**src/rtl/mips_pkg.sv**
```systemverilog
// mips_pkg: shared stage, instruction-class and write-back encodings for the MIPS control unit
package mips_pkg;
    typedef enum logic [2:0] {ST_FETCH = 3'd0, ST_DECODE, ST_EXEC, ST_MEM, ST_WB} stage_e;
    typedef enum logic [2:0] {CL_ALU, CL_LOAD, CL_STORE, CL_BEQ, CL_BNE, CL_J, CL_JAL, CL_JR} iclass_e;
    localparam logic [5:0] OP_SPECIAL = 6'b000000;
    localparam logic [5:0] OP_LOAD    = 6'b100011;
    localparam logic [5:0] OP_STORE   = 6'b101011;
    localparam logic [5:0] OP_BEQ     = 6'b000100;
    localparam logic [5:0] OP_BNE     = 6'b000101;
    localparam logic [5:0] OP_J       = 6'b000010;
    localparam logic [5:0] OP_JAL     = 6'b000011;
    localparam logic [5:0] FN_JR      = 6'b001000;
    localparam logic [1:0] WB_ALU = 2'd0;
    localparam logic [1:0] WB_MEM = 2'd1;
    localparam logic [1:0] WB_PC4 = 2'd2;
    function automatic iclass_e decode_class(input logic [5:0] op, input logic [5:0] fn);
        return op == OP_LOAD  ? CL_LOAD  :
               op == OP_STORE ? CL_STORE :
               op == OP_BEQ   ? CL_BEQ   :
               op == OP_BNE   ? CL_BNE   :
               op == OP_J     ? CL_J     :
               op == OP_JAL   ? CL_JAL   :
               (op == OP_SPECIAL && fn == FN_JR) ? CL_JR : CL_ALU;
    endfunction
endpackage

```
**src/rtl/mips_npc_calc.sv**
```systemverilog
// mips_npc_calc: combinational branch compare and next-PC select (assumes 29 <= PC_W <= 32)
module mips_npc_calc
    import mips_pkg::*;
#(
    parameter int PC_W = 32
) (
    input  logic [2:0]      i_class,
    input  logic [PC_W-1:0] i_pc,
    input  logic [25:0]     i_jtarget,
    input  logic [15:0]     i_imm,
    input  logic [31:0]     i_rs_data,
    input  logic [31:0]     i_rt_data,
    output logic [PC_W-1:0] o_npc
);
    logic [PC_W-1:0] w_pc4;
    logic [PC_W-1:0] w_br;
    logic            w_taken;
    always_comb begin
        w_pc4   = i_pc + PC_W'(4);
        w_br    = w_pc4 + {{(PC_W-18){i_imm[15]}}, i_imm, 2'b00};
        w_taken = (i_class == CL_BEQ && i_rs_data == i_rt_data) ||
                  (i_class == CL_BNE && i_rs_data != i_rt_data);
        o_npc   = w_taken ? w_br :
                  (i_class == CL_J || i_class == CL_JAL) ? {i_pc[PC_W-1:28], i_jtarget, 2'b00} :
                  i_class == CL_JR ? i_rs_data[PC_W-1:0] : w_pc4;
    end
endmodule

```
**src/rtl/mips_stage_ctrl.sv**
```systemverilog
// mips_stage_ctrl: multi-cycle stage FSM, PC register and retire/stall counters for the MIPS core
module mips_stage_ctrl
    import mips_pkg::*;
#(
    parameter int              PC_W     = 32,
    parameter logic [PC_W-1:0] PC_INIT  = PC_W'(32'h8002_0000),
    parameter int              CNT_W    = 32,
    parameter bit              SKIP_MEM = 1'b1
) (
    input  logic              i_clk,
    input  logic              i_reset_n,
    input  logic [5:0]        i_opcode,
    input  logic [5:0]        i_func,
    input  logic [25:0]       i_jtarget,
    input  logic [15:0]       i_imm,
    input  logic [31:0]       i_rs_data,
    input  logic [31:0]       i_rt_data,
    input  logic              i_im_busy,
    input  logic              i_dm_busy,
    output logic [PC_W-1:0]   o_pc_out,
    output logic              o_im_en,
    output logic              o_ab_load,
    output logic              o_dm_en,
    output logic              o_dm_rd_wr,
    output logic              o_reg_wr_en,
    output logic [1:0]        o_wb_sel,
    output logic [2:0]        o_stage,
    output logic [CNT_W-1:0]  o_retired_cnt,
    output logic [CNT_W-1:0]  o_stall_cnt
);
    stage_e           r_state;
    stage_e           w_next;
    iclass_e          w_class;
    logic [PC_W-1:0]  r_pc;
    logic [PC_W-1:0]  r_npc;
    logic [PC_W-1:0]  w_npc;
    logic [CNT_W-1:0] r_retired;
    logic [CNT_W-1:0] r_stall;
    logic             w_mem_op;
    logic             w_wb_op;
    logic             w_wr_op;
    logic             w_stall;
    logic             w_retire;

    mips_npc_calc #(.PC_W(PC_W)) u_npc (
        .i_class   (w_class),
        .i_pc      (r_pc),
        .i_jtarget (i_jtarget),
        .i_imm     (i_imm),
        .i_rs_data (i_rs_data),
        .i_rt_data (i_rt_data),
        .o_npc     (w_npc)
    );

    always_comb begin
        w_class  = decode_class(i_opcode, i_func);
        w_mem_op = w_class == CL_LOAD || w_class == CL_STORE;
        w_wr_op  = w_class == CL_LOAD || w_class == CL_ALU || w_class == CL_JAL;
        w_wb_op  = w_class == CL_ALU || w_class == CL_JAL;
        w_next   = r_state;
        w_stall  = 1'b0;
        case (r_state)
            ST_FETCH: begin
                w_next  = i_im_busy ? ST_FETCH : ST_DECODE;
                w_stall = i_im_busy;
            end
            ST_DECODE: w_next = ST_EXEC;
            ST_EXEC:   w_next = (!SKIP_MEM || w_mem_op) ? ST_MEM : w_wb_op ? ST_WB : ST_FETCH;
            ST_MEM: begin
                w_next  = i_dm_busy ? ST_MEM : (!SKIP_MEM || w_class == CL_LOAD) ? ST_WB : ST_FETCH;
                w_stall = i_dm_busy;
            end
            default:   w_next = ST_FETCH;
        endcase
        // every path back to FETCH from a later stage completes an instruction
        w_retire    = r_state != ST_FETCH && w_next == ST_FETCH;
        o_im_en     = r_state == ST_FETCH && i_reset_n;
        o_ab_load   = r_state == ST_DECODE;
        o_dm_en     = r_state == ST_MEM && w_mem_op;
        o_dm_rd_wr  = !(o_dm_en && w_class == CL_STORE);
        o_reg_wr_en = r_state == ST_WB && w_wr_op;
        o_wb_sel    = r_state != ST_WB ? WB_ALU :
                      w_class == CL_LOAD ? WB_MEM :
                      w_class == CL_JAL  ? WB_PC4 : WB_ALU;
        o_stage       = r_state;
        o_pc_out      = r_pc;
        o_retired_cnt = r_retired;
        o_stall_cnt   = r_stall;
    end

    always_ff @(posedge i_clk or negedge i_reset_n) begin
        if (!i_reset_n) begin
            r_state   <= ST_FETCH;
            r_pc      <= PC_INIT;
            r_npc     <= PC_INIT;
            r_retired <= '0;
            r_stall   <= '0;
        end else begin
            r_state <= w_next;
            if (r_state == ST_EXEC)
                r_npc <= w_npc;
            // branches retiring straight out of EXEC have not latched npc yet
            if (w_retire) begin
                r_pc      <= r_state == ST_EXEC ? w_npc : r_npc;
                r_retired <= r_retired + CNT_W'(1);
            end
            if (w_stall)
                r_stall <= r_stall + CNT_W'(1);
        end
    end
endmodule

```
**config.mk**
```make
export PLATFORM = sky130hd
export DESIGN_NAME = mips_stage_ctrl
export DESIGN_NICKNAME = d
export VERILOG_FILES = /design/src/rtl/mips_pkg.sv /design/src/rtl/mips_npc_calc.sv /design/src/rtl/mips_stage_ctrl.sv
export SDC_FILE = /design/constraint.sdc
export NUM_CORES = 1
export LEC_CHECK = 0
export BUFFER_PORTS_ARGS = -buffer_cell sky130_fd_sc_hd__buf_2
export CAP_MARGIN = 40
export CORE_MARGIN = 5
export CORE_UTILIZATION = 55
export DETAILED_ROUTE_END_ITERATION = 10
export MAX_ROUTING_LAYER = met4
export PLACE_DENSITY = 0.82
export SETUP_SLACK_MARGIN = 0.1
export SLEW_MARGIN = 30
export SYNTH_ARGS = -nofsm -noshare
export SYNTH_HDL_FRONTEND = slang
export SYNTH_SLANG_ARGS = --single-unit
```
**constraint.sdc**
```tcl
create_clock -name i_clk -period 4.8 [get_ports i_clk]
set_input_delay 0.96 -clock i_clk [delete_from_list [all_inputs] [get_ports i_clk]]
set_output_delay 0.96 -clock i_clk [all_outputs]
set_load 0.005 [all_outputs]
```
==> flow_summary.yaml, run 1 <==
sta:
  setup_viol: 0
  max_freq_mhz: 235
  slew_viol_final: 0
  fin_crit_ns: 4.26
  skew_ns: 0.0132
  setup_tns_ns: 0
  fin_crit_sh: 0.887
  max_slew.worst_pin.slew_ns: 0.850
  rsz0062_at_grt: "false"
  relSlewSlack: 0.432
  hold_violations: 0
yosys:
  synth_most_common_cell: "dfrtp_1"
  ys_seq_area_frac: 0.361
  ys_ff_latch: 131
  synth-main-ff-cell: "dfrtp_1"
  synthTopCellsByArea: "dfrtp_1 35%, xnor2_1 11%, nand2_1 4.7%"
  synth_top_area_share: 0.349
  synth-edff-count: 0
  netlist_area_sq_um: 9110
  synth-async-reset-ratio: 1.00
  synth_commonest_cells: "127 x dfrtp_1, 115 x nand2_1, 114 x nor2_1"
  synth_area_leader_cell: "dfrtp_1"
  syn_nets: 1185
  synth_area_per_cell_sq_um: 8.84
  synth_cell_types: 80
  syn_inst: 1030
  yosys_warnings: 0
pwr:
  total_power_w: 0.00590
  power.leakage_nw: 5.17
  p_per_area_nw_per_um2: 533
  vdd.ir_drop.worst_mv: 0.374
clock_tree:
  clockRootBuffer: "clkbuf_16"
  post_cts_buffers: 0
  cts_inserted_buffers: 17
  clk_pin_slew_worst_paths_ns: 0.06
  clock-sinks: 131
  clkLatencyLatePin_ns: 0.44
  h-tree-depth: 4
  cts_hold_buf: 0
  cts_resized: 0
  clockBufferDepth: 2
  tritoncts: "built"
floorplan:
  die_w_microns: 139
  core-area_sq_um: 16400
  pin_count: 228
  die-area_sq_um: 19200
  std_cell_rows: 47
  start_util: 0.555
  die_h_microns: 139
min_path:
  hold_class: "flip-flop to flip-flop"
  whs_endpoint: "r_npc[10]"
  holdCritStartpoint: "r_npc[10]"
  hold_path_depth: 2
cells_and_area:
  area_growth_pct: 21.6
  stdcell_area_sq_um: 11100
  fin_util: 0.675
  num-nets-final: 1408
  num-fill-cells: 1325
  layout-drive-gt1-share: 0.250
global_route:
  grt_pass1_wl_mm: 46.6
  grt_max_degree: 63
  grtUsageTotal: 0.310
  first_global_vias: 8743
  antenna_found_initial: 1
  grt-ovfl-total: 0
route:
  top_layer_used: "met4"
  drc: 0
  met1_length_mm: 12.0
  wirelength_mm: 29.1
  drt_iter0_drc: 652
  met3_length_mm: 2.46
  vias: 8948
  routedWlPerCell_microns: 19.6
  drt_pass1_iterations: 5
  viasPerCell: 6.02
  routed-wl-met2_mm: 13.7
  drtAntennaViolNets: 0
place:
  port_buffers: 227
  postPlaceCellArea_sq_um: 10500
  gp_congestion: 1.01
  dp_hpwl_mm: 22.1
critical_path:
  crit_type: "flip-flop to flip-flop"
  r2r_setup_slack_ns: 0.54
  r2r_end: "o_pc_out[28]"
  crit_fanout: 8
  slowest_delay_ns: 0.60
  rr_worst_depth: 14
  end_kind: "flip-flop"
  slowest_stage: "nor4_2"
  crit_arrival_ns: 4.55
  worstReg2RegStart: "o_pc_out[2]"
  cp_cell_sequence: "ha_1 > nand4_1 > nor4_2 > nand2_1 > xnor2_1 > ha_1 > and3_1 > and2_1 > o21ai_0 > nor2_1 > o21ai_0 > a31oi_1 > a2111oi_0 > o31ai_1"
  worstSetupStartpointType: "flip-flop"
  required_ns: 5.09
run_status:
  outcome: "finished, final reports clean"
job:
  maxCapViolCount: 0
-- worst max path at each step --
stage                      startpoint      endpoint  slack (ns)  cells after the start
after CTS                 o_pc_out[2]  o_pc_out[28]        0.66                     13
after global routing      o_pc_out[2]  o_pc_out[28]        0.20                     14
after floorplan           o_pc_out[2]     r_npc[23]        1.10                     15
after global placement    o_pc_out[2]  o_pc_out[28]        0.81                     14
after detailed placement  o_pc_out[2]  o_pc_out[28]        0.70                     13
final                     o_pc_out[2]  o_pc_out[28]        0.54                     14
-- where the power goes --
part / total (W) / internal (W) / switching, W
combinational: 0.00291 / 0.00123 / 0.00168
sequential: 0.00173 / 0.00141 / 0.000322
clock: 0.00126 / 0.000684 / 0.000581
total: 0.00590 / 0.00332 / 0.00258
-- cell type report --
class                      instances  area [sq um]  share of cell area
sequential                       131          3280               0.296
clock buffer                      17           425              0.0384
multi-input combinational        845          5600               0.506
inverter                          15          56.3             0.00508
antenna                            1          2.50            0.000226
clock inverter                    15           143              0.0129
tap                              220           275              0.0249
timing repair buffer             243          1290               0.116
-- state kept, by name, summed over array words and instances (netlist names) --
register and count:
o_retired_cnt 32, o_stall_cnt 32, o_stage 3, r_npc 32, o_pc_out 32
-- worst max-delay path, delay by kind of cell, from the launching register on --
kind | cells | cell delay (ns)
simple gates | 6 | 1.38
compound gates | 5 | 1.37
fa+ha+maj | 2 | 0.65
flops | 1 | 0.47
xor+xnor | 1 | 0.25
-- through the flow --
stage	std cells	setup slack (ns)	hold WS (ns)
2_1_floorplan	1030	1.10	0.432
3_3_place_gp	1452	0.809	0.448
3_5_place_dp	1454	0.698	0.456
4_1_cts	1486	0.658	0.476
5_1_grt	1487	0.201	0.491
6_report	1487	0.545	0.478
-- layout by cell type, fill, tap and decap left out, types with 16 or more instances in the layout --
cell type / count
xor2_1: 29
nand4_1: 39
mux2_2: 19
a21oi_1: 53
xnor2_1: 112
o21ai_0: 45
nand3_1: 35
nand2_1: 115
nor3_1: 16
and3_1: 21
ha_1: 32
buf_2: 226
clkbuf_16: 17
nor2_1: 114
dfrtp_1: 127
-- logic make-up after synthesis --
logic type	after synthesis	synth area share
muxes	32	0.0379
and+or+nand+nor	414	0.230
AOI/OAI and AO/OA	224	0.162
adders and majority gates	33	0.0462
DFF	131	0.361
buffers and inverters	54	0.0251
xor gates and xnor gates	142	0.138
-- per-layer routing --
layer  vias to the layer above  GRT usage
met5                         -          -
met4                         0      0.113
met3                        70     0.0603
met2                       434      0.484
met1                      4263      0.404
li1                       4181          -
(Power assumes the default switching activity.)
==> run 2: changes to the inputs <==
==> constraint.sdc (replaced) <==
create_clock -name i_clk -period 5.2 [get_ports i_clk]
set_input_delay 1.04 -clock i_clk [delete_from_list [all_inputs] [get_ports i_clk]]
set_output_delay 1.04 -clock i_clk [all_outputs]
set_load 0.005 [all_outputs]
==> run 2 against run 1 <==
Net effect: critical endpoint unchanged; clock power shrank 6%; non-clock buffer count shrank 1; sequential share of layout area is essentially flat; largest cell class unchanged; highest routed layer unchanged; combinational power shrank 7.2%; sequential power shrank 8%; sequential cell count is the same; via count grew 1.4%.
==> flow_summary.yaml, run 2 (synthesized netlist as in run 1, its figures left out) <==
global_route:
  met1_usage: 0.404
  grt_max_degree: 59
  grt_pass1_wl_mm: 46.3
  grt-ovfl-total: 0
  grt-busiest-layer: "met2"
  grtUsageMet2: 0.477
  grtUsageTotal: 0.307
  antenna_found_initial: 2
  met3_usage: 0.0586
  first_global_vias: 8670
sta:
  slew_viol_final: 0
  max_slew.worst_pin.slew_ns: 0.776
  setup_ws_ns: 0.926
  hold_violations: 0
  setup_viol: 0
  relSlewSlack: 0.479
  rsz0062_at_grt: "false"
  skew_ns: 0.00925
  max_freq_mhz: 234
  fin_crit_sh: 0.822
  fin_crit_ns: 4.27
  setup_tns_ns: 0
route:
  wirelength_mm: 29.4
  drc: 0
  drtAntennaViolNets: 0
  viasPerCell: 6.10
  drt_pass1_iterations: 6
  vias: 9077
  routedWlPerCell_microns: 19.8
  drt_iter0_drc: 779
clock_tree:
  cts_inserted_buffers: 17
  clock-sinks: 131
  post_cts_buffers: 0
  tritoncts: "built"
  clk_pin_slew_worst_paths_ns: 0.07
  cts_hold_buf: 0
  cts_resized: 0
  h-tree-depth: 4
  clockRootBuffer: "clkbuf_16"
  clockBufferDepth: 2
  clkLatencyLatePin_ns: 0.44
pwr:
  seqPwrFrac: 0.292
  power.leakage_nw: 5.17
  internal_power_w: 0.00308
  total_power_w: 0.00549
  vdd.ir_drop.worst_mv: 0.371
  p_per_area_nw_per_um2: 495
  p_comb_frac: 0.491
  switching_share: 0.439
  p_switching_w: 0.00241
  clockPowerShare: 0.217
cells_and_area:
  stdcell_area_sq_um: 11100
  layout_common_cells: "226 x buf_2, 127 x dfrtp_1, 115 x nand2_1"
  num-nets-final: 1407
  final-seq-area_sq_um: 3280
  fin_cells: 1487
  area_growth_pct: 21.7
  multiInputGateArea_sq_um: 5600
  num-fill-cells: 1329
  mostFrequentLayoutCell: "buf_2"
  layout-drive-gt1-share: 0.250
min_path:
  holdCritStartpoint: "o_stall_cnt[31]"
  hold_class: "flip-flop to flip-flop"
critical_path:
  worstReg2RegStart: "o_pc_out[2]"
  r2r_end: "o_pc_out[28]"
  cp-startpoint: "o_pc_out[2]"
  end_kind: "flip-flop"
  slowest_delay_ns: 0.60
  rr_worst_depth: 14
  worstSetupStartpointType: "flip-flop"
  crit_arrival_ns: 4.58
  slowest_stage: "nor4_2"
  required_ns: 5.50
  r2r_setup_slack_ns: 0.93
  crit_type: "flip-flop to flip-flop"
  cp_cell_sequence: "ha_1 > nand4_1 > nor4_2 > nand2_1 > xnor2_1 > ha_1 > and3_1 > and2_1 > o21ai_0 > nor2_1 > o21ai_0 > a31oi_1 > a2111oi_0 > o31ai_1"
  cp-endpoint: "o_pc_out[28]"
  crit_fanout: 8
place:
  dp_slack_ns: 1.03
  port_buffers: 227
  gp_congestion: 0.992
  dp_hpwl_mm: 21.9
  postPlaceCellArea_sq_um: 10500
  dp.cells: 1451
floorplan:
  die_h_microns: 139
  die-area_sq_um: 19200
  std_cell_rows: 47
  die_w_microns: 139
  core-area_sq_um: 16400
  pin_count: 228
  start_util: 0.555
run_status:
  outcome: "finished, final reports clean"
job:
  maxCapViolCount: 0
==> run 2: cell count changes in the layout (fill, tap and decap cells not counted), sizes merged <==
cell,before,now
clkbuf,17,18
buf,243,241
diode,1,2
inv,22,25
clkinvlp,2,1
clkinv,6,4
==> run 2: how the worst min path moves through the flow <==
stage / to / slack, ns / depth (start not counted)
after global placement: r_npc[12] / 0.45 / 2
after detailed placement: o_stall_cnt[31] / 0.46 / 1
after CTS: o_stall_cnt[31] / 0.47 / 1
final: o_stall_cnt[31] / 0.47 / 1
after global routing: r_npc[4] / 0.49 / 2
after floorplan: r_npc[10] / 0.43 / 2
==> run 2: worst max-delay path, delay by kind of cell (launching register included) <==
family,cells,cell delay [ns]
simple gates,6,1.38
xor+xnor,1,0.23
flops,1,0.50
compound gates,5,1.34
fa+ha+maj,2,0.70
==> run 2: through the flow <==
stage	hold WS, ns	util
final	0.467	0.676
after global placement	0.448	0.636
after CTS	0.472	0.674
after global routing	0.494	0.676
after detailed placement	0.459	0.639
after floorplan	0.432	-
==> run 2: layout make-up <==
| class | count | area share |
|---|---|---|
| multi-input cells | 845 | 0.505 |
| clock buffers | 17 | 0.0384 |
| repair buffers | 242 | 0.116 |
| flip-flops and latches | 131 | 0.296 |
| well taps | 220 | 0.0248 |
| diodes | 2 | 0.000451 |
| inverters | 15 | 0.00508 |
| clock inverters | 15 | 0.0142 |
==> run 2: power by group through the flow <==
stage          registers (W)  logic [W]  clock network, W
6_report             0.00160    0.00270           0.00119
3_5_place_dp         0.00161    0.00262                 0
3_3_place_gp         0.00159    0.00257                 0
2_1_floorplan        0.00154    0.00191                 0
4_1_cts              0.00159    0.00265           0.00120
5_1_grt              0.00163    0.00295           0.00125
==> run 2: layer usage <==
metal  up-vias  part of all wire
met5         -                 0
met4         0             0.034
met3        74             0.076
met2       463              0.47
met1      4356              0.42
li1       4184                 -
